## src/rtl/coef_out.sv

```systemverilog
// coef_out: captures an N x W coefficient frame in parallel and streams it out one beat per handshake.
// Optional macro COEF_OUT_CHECKSUM_EN appends a final XOR-checksum beat to every frame.
module coef_out #(
    parameter int unsigned N = 8,
    parameter int unsigned W = 8
) (
    input  logic                 clk,
    input  logic                 rst_n,
    input  logic                 in_valid,
    output logic                 in_ready,
    input  logic [W-1:0]         din [N-1:0],
    output logic [W-1:0]         dout,
    output logic                 dout_valid,
    input  logic                 dout_ready,
    output logic [$clog2(N)-1:0] dout_idx,
    output logic                 dout_last
);
    localparam int unsigned   IW       = $clog2(N);
    localparam logic [IW-1:0] LAST_IDX = IW'(N - 1);

`ifdef COEF_OUT_CHECKSUM_EN
    typedef enum logic [1:0] {IDLE, STREAM, CKSUM} state_t;
`else
    typedef enum logic {IDLE, STREAM} state_t;
`endif

    state_t        state_q, state_d;
    logic [IW-1:0] idx_q, idx_d, idx_inc;
    logic [W-1:0]  buf_q [N-1:0];
    logic [W-1:0]  buf_d [N-1:0];
    logic [W-1:0]  dout_q, dout_d;
    logic          dout_valid_q, dout_valid_d;
    logic [IW-1:0] dout_idx_q, dout_idx_d;
    logic          dout_last_q, dout_last_d;
    logic          in_ready_q, in_ready_d;
    logic          frame_done;

`ifdef COEF_OUT_CHECKSUM_EN
    logic [W-1:0]  cksum_c;

    always_comb begin
        cksum_c = '0;
        for (int i = 0; i < int'(N); i++) begin
            cksum_c = cksum_c ^ buf_q[i];
        end
    end
`endif

    // Next-state and next-output logic; outputs are precomputed so they leave the block from flops.
    always_comb begin
        state_d      = state_q;
        idx_d        = idx_q;
        buf_d        = buf_q;
        dout_d       = dout_q;
        dout_valid_d = dout_valid_q;
        dout_idx_d   = dout_idx_q;
        dout_last_d  = dout_last_q;
        in_ready_d   = in_ready_q;
        frame_done   = 1'b0;
        idx_inc      = idx_q + IW'(1);

        case (state_q)
            IDLE: begin
                if (in_valid) begin
                    buf_d        = din;
                    state_d      = STREAM;
                    idx_d        = '0;
                    dout_d       = din[0];
                    dout_valid_d = 1'b1;
                    dout_idx_d   = '0;
                    dout_last_d  = 1'b0;
                    in_ready_d   = 1'b0;
                end
            end
            STREAM: begin
                if (dout_ready) begin
                    if (idx_q == LAST_IDX) begin
`ifdef COEF_OUT_CHECKSUM_EN
                        state_d     = CKSUM;
                        idx_d       = '0;
                        dout_d      = cksum_c;
                        dout_idx_d  = '0;
                        dout_last_d = 1'b1;
`else
                        frame_done  = 1'b1;
`endif
                    end else begin
                        idx_d      = idx_inc;
                        dout_d     = buf_q[idx_inc];
                        dout_idx_d = idx_inc;
`ifdef COEF_OUT_CHECKSUM_EN
                        dout_last_d = 1'b0;
`else
                        dout_last_d = (idx_inc == LAST_IDX);
`endif
                    end
                end
            end
`ifdef COEF_OUT_CHECKSUM_EN
            CKSUM: begin
                if (dout_ready) begin
                    frame_done = 1'b1;
                end
            end
`endif
            default: ;
        endcase

        // Final handshake of a frame: drop back to IDLE with quiet outputs.
        if (frame_done) begin
            state_d      = IDLE;
            idx_d        = '0;
            dout_d       = '0;
            dout_valid_d = 1'b0;
            dout_idx_d   = '0;
            dout_last_d  = 1'b0;
            in_ready_d   = 1'b1;
        end
    end

    always_ff @(posedge clk or negedge rst_n) begin
        if (!rst_n) begin
            state_q      <= IDLE;
            idx_q        <= '0;
            for (int i = 0; i < int'(N); i++) begin
                buf_q[i] <= '0;
            end
            dout_q       <= '0;
            dout_valid_q <= 1'b0;
            dout_idx_q   <= '0;
            dout_last_q  <= 1'b0;
            in_ready_q   <= 1'b1;
        end else begin
            state_q      <= state_d;
            idx_q        <= idx_d;
            buf_q        <= buf_d;
            dout_q       <= dout_d;
            dout_valid_q <= dout_valid_d;
            dout_idx_q   <= dout_idx_d;
            dout_last_q  <= dout_last_d;
            in_ready_q   <= in_ready_d;
        end
    end

    assign in_ready   = in_ready_q;
    assign dout       = dout_q;
    assign dout_valid = dout_valid_q;
    assign dout_idx   = dout_idx_q;
    assign dout_last  = dout_last_q;

endmodule

```

## config.mk

```make
export PLATFORM = sky130hd
export DESIGN_NAME = coef_out
export DESIGN_NICKNAME = d
export VERILOG_FILES = /design/src/rtl/coef_out.sv
export SDC_FILE = /design/constraint.sdc
export NUM_CORES = 1
export LEC_CHECK = 0
export CAP_MARGIN = 0
export CORE_UTILIZATION = 54
export CTS_CLUSTER_SIZE = 14
export DETAILED_ROUTE_END_ITERATION = 8
export GPL_ROUTABILITY_DRIVEN = 0
export PLACE_DENSITY = 0.85
export SETUP_SLACK_MARGIN = 0.1
export SLEW_MARGIN = 20
export SYNTH_ARGS = -nofsm -noshare
export SYNTH_HDL_FRONTEND = slang
export SYNTH_SLANG_ARGS = --single-unit
export TNS_END_PERCENT = 5
```

## constraint.sdc

```tcl
create_clock -name clk -period 6.3 [get_ports clk]
set_clock_uncertainty 0.15 [all_clocks]
set_input_delay 0.63 -clock clk [delete_from_list [all_inputs] [get_ports clk]]
set_output_delay 0.63 -clock clk [all_outputs]
set_load 0.02 [all_outputs]
```

Word-level counts from Yosys, hierarchy flattened
Cells that the tools add are included.
{"block": "totals", "wordCells": 55, "output_inout_bits": 14, "ff_bits": 79}
{"block": "classes", "addsub": 1, "n_bitwise": 1, "n_eq_ne": 6, "reduce_logical": 4, "mux": 28, "magnitude_cmp": 1}
{"op": "8-bit two-way mux", "n": 5}
{"op": "8-bit binary-select mux with 3-bit select", "n": 1}
{"op": "8-bit case mux with 2 select lines", "n": 1}
{"op": "1-bit two-way mux", "n": 15}
{"op": "3-bit two-way mux", "n": 4}
{"op": "3-bit == test (second input constant)", "n": 2}
{"op": "3-bit inequality test (second input constant)", "n": 2}
{"op": "3-bit case mux with 2 select lines", "n": 1}
{"op": "3-bit by 4-bit < comparator with 1-bit output (second input constant)", "n": 1}
{"op": "2-bit AND reduction", "n": 2}
{"op": "3-bit by 1-bit adder with 3-bit output (second input constant)", "n": 1}
{"op": "3-bit by 2-bit inequality test with 1-bit output (second input constant)", "n": 1}
{"op": "3-bit AND reduction", "n": 1}
{"op": "2-bit by 1-bit inequality test with 1-bit output (second input constant)", "n": 1}
{"op": "1-bit case mux with 2 select lines", "n": 1}
{"op": "2-bit nonzero test", "n": 1}
{"op": "1-bit inverter", "n": 1}

Depth between registers and ports, before layout
{"block": "logic_depth", "depth_word": 7, "ltp_mapped": 9}

Least setup slack after synthesis
Ideal clock, no wire load.
{"block": "synth_path", "kind": "register -> register", "from": "reg, netlist name dout_idx[0]", "to": "reg dout_idx_q[1], in the netlist dout_idx[1]", "setup_time_ns": 0.121, "period_less_slack_ns": 2.167, "arrival_ns": 1.896, "n_path_buf": 4, "path_stages_with_launch": 10, "path_slack_ns": 4.133, "path_cell_list": "dfrtp_1 -> buf_6 -> buf_8 -> inv_1 -> ha_1 -> buf_2 -> buf_2 -> nor2_1 -> mux2_2 -> a22o_1"}
{"item": "end signal, assigned", "line": "139", "text": "dout_idx_q <= dout_idx_d;"}
{"item": "end, declared", "line": "33", "text": "logic [IW-1:0] dout_idx_q, dout_idx_d;"}

Final worst setup path
{"block": "layout_path", "from": "reg dout_idx_q[0], in the netlist dout_idx[0]", "to": "out dout_idx[0]"}
{"item": "end, declared", "line": "15", "text": "output logic [$clog2(N)-1:0] dout_idx,"}
No word-level cell between the ends.

==> results.ini <==
[run_status]
status = finished with violations
violations = DRC

[logic_synthesis]
netlist.area_leader.share = 0.537
synth.distinct_cells = 22
synth_seq_area_share = 0.544
ys_seq_elements = 79
ys_warn_count = 0
syn_nets = 316
synth_cells = 245
synth_area_leaders = dfrtp_1, mux2_2, mux4_1
syn-cell-area_mm2 = 0.00364
synth_top_area_cell = dfrtp_1
syn_avg_cell_area_um2 = 14.8

[floorplanning]
fp.dieW_um = 84.1
rows = 29
core_area_mm2 = 0.00642
start_util = 0.566
fp.dieArea_mm2 = 0.00707
io_pins = 82
fp.dieH_um = 84.1

[placed_design]
placed_area_mm2 = 0.00443
dp_cells = 386
portBuffers = 81
dpl.hpwl_um = 5300
pre_cts_ws_ns = 3.58

[setup_path]
end_kind = output pin
crit_type = flip-flop to output pin
cp_slowest_cell = dfrtp_1
critical_path.top_delay_family = flip-flops
critPathMaxFanout = 21
reg2reg_slack_ns = 3.62
worstPathCellList = clkdlybuf4s50_1
path_buf_inv = 1
worstPathRequired_ns = 5.52
cp-start-kind = flip-flop
max_stage_delay_ns = 0.93
arrival_ns = 2.05

[pwr]
power_mw = 2.20
power.internal_mw = 1.49
switching_power_uw = 702
powerDensity_mw_per_mm2 = 475
p_clk_frac = 0.168
p_leak_nw = 2.01
combPwrFrac = 0.410
p_seq_frac = 0.422
power_switching_share = 0.320
vdd_drop_max_uv = 228

[global_route]
grt-ovfl-total = 0
first_global_vias = 2554
grt_max_degree = 80
grt_antenna_before_repair = 0
grt_pass1_wl_um = 12500
grt_usage = 0.236

[cells_and_area]
layout_commonest_cell = clkdlybuf4s50_1
nFillCells = 423
antenna_cells = 0
seq_area_mm2 = 0.00198
multi_input_area_mm2 = 0.00154
areaGrowthSynthToFinish_pct = 27.1
final_core_util = 0.720
stdcell_count = 402
final_cell_mix = clkdlybuf4s50_1, dfrtp_1, mux2_2
drive_above_1_share = 0.255
finish.instance_area_mm2 = 0.00462
nets = 391

[clocking]
cts_tree = yes
cts_resized = 0
cts_setup_buffers = 0
clkSlewWorstSetupHoldPaths_ns = 0.08
cts_buffers = 9
cts.sinks = 79
cts_buffer_depth = 2
holdBufCountCts = 0
clkLatencyLatePin_ns = 0.34
clockRootBuffer = clkbuf_8
ctsHtreeMaxLevel = 3

[timing]
slew_viol_final = 0
holdWs_ns = 0.284
post-route-period-util = 0.449
setup_viol = 0
min_period_ns = 2.83
worst_slack_ns = 3.47
worstMarginPinSlew_ns = 0.955
rsz0062_at_grt = false
slew_headroom = 0.363
setup-tns-final_ns = 0
fmax_mhz = 353
hold_viol_final = 0

[routing]
num_vias = 2383
wire_per_inst_um = 18.6
via_per_inst = 5.93
dr.pass1.iters = 7
wirelength_um = 7490
drc = 10
drt_iter0_markers = 180
drtAntennaViolNets = 0

[job]
max_cap_viol_count = 0

[min_path]
hp-class = input port to async pin

[Yosys cell counts]
| cell | count |
|---|---|
| a21boi_2 | 1 |
| a21oi_1 | 5 |
| a22o_1 | 1 |
| a31oi_1 | 9 |
| buf_2 | 7 |
| buf_4 | 7 |
| buf_6 | 1 |
| buf_8 | 1 |
| clkbuf_1 | 1 |
| dfrtp_1 | 78 |
| dfstp_2 | 1 |
| ha_1 | 3 |
| inv_1 | 3 |
| mux2_2 | 66 |
| mux4_1 | 16 |
| nand2_1 | 4 |
| nand2b_1 | 1 |
| nand3_1 | 10 |
| nand3b_1 | 8 |
| nand4_1 | 1 |
| nor2_1 | 12 |
| o21ai_0 | 9 |
[power groups by stage]
stage                     registers [mW]  clock network, mW  logic [mW]
after global routing               0.956              0.394       0.970
after CTS                          0.927              0.372       0.907
after detailed placement           0.937                  0       0.905
after floorplan                    0.899                  0       0.657
after global placement             0.921                  0       0.869
final                              0.928              0.368       0.901
[metal layers]
metal	vias to the layer above	GRT usage	share of wire
met5	-	0	0
met4	0	0.119	0.027
met3	17	0.0475	0.041
met2	79	0.394	0.51
met1	1221	0.292	0.42
li1	1066	-	-
[cell families after synthesis]
kind of cell    count (synthesis)  share of synthesized area
mux                            82                      0.320
fa+ha+maj                       3                     0.0103
buf+inv                        20                     0.0354
flops                          79                      0.544
compound gates                 25                     0.0402
simple gates                   36                     0.0502
[registers in the layout (all words and copies together), names as in the netlist]
register	count
state_q	1
buf_q	64
dout_last	1
in_ready	1
dout	8
dout_idx	3
dout_valid	1
[final timing paths]
check,from,endpoint,cells after the start
setup / recovery,dout_idx[0],dout_idx[0],1
hold / removal,rst_n,buf_q[25],1
setup reg to reg,dout_idx[0],dout[1],5
hold reg to reg,buf_q[62],buf_q[62],1
max in group asynchronous,rst_n,buf_q[37],1
min in group clk,buf_q[62],buf_q[62],1
[layout make-up]
type	instances	area share
multi-input combinational	146	0.333
sequential	79	0.428
clock inverter	3	0.00920
tap	77	0.0208
inverter	3	0.00244
timing repair buffer	81	0.175
clock buffer	13	0.0322
No activity file was read; power rests on OpenSTA's default activity.
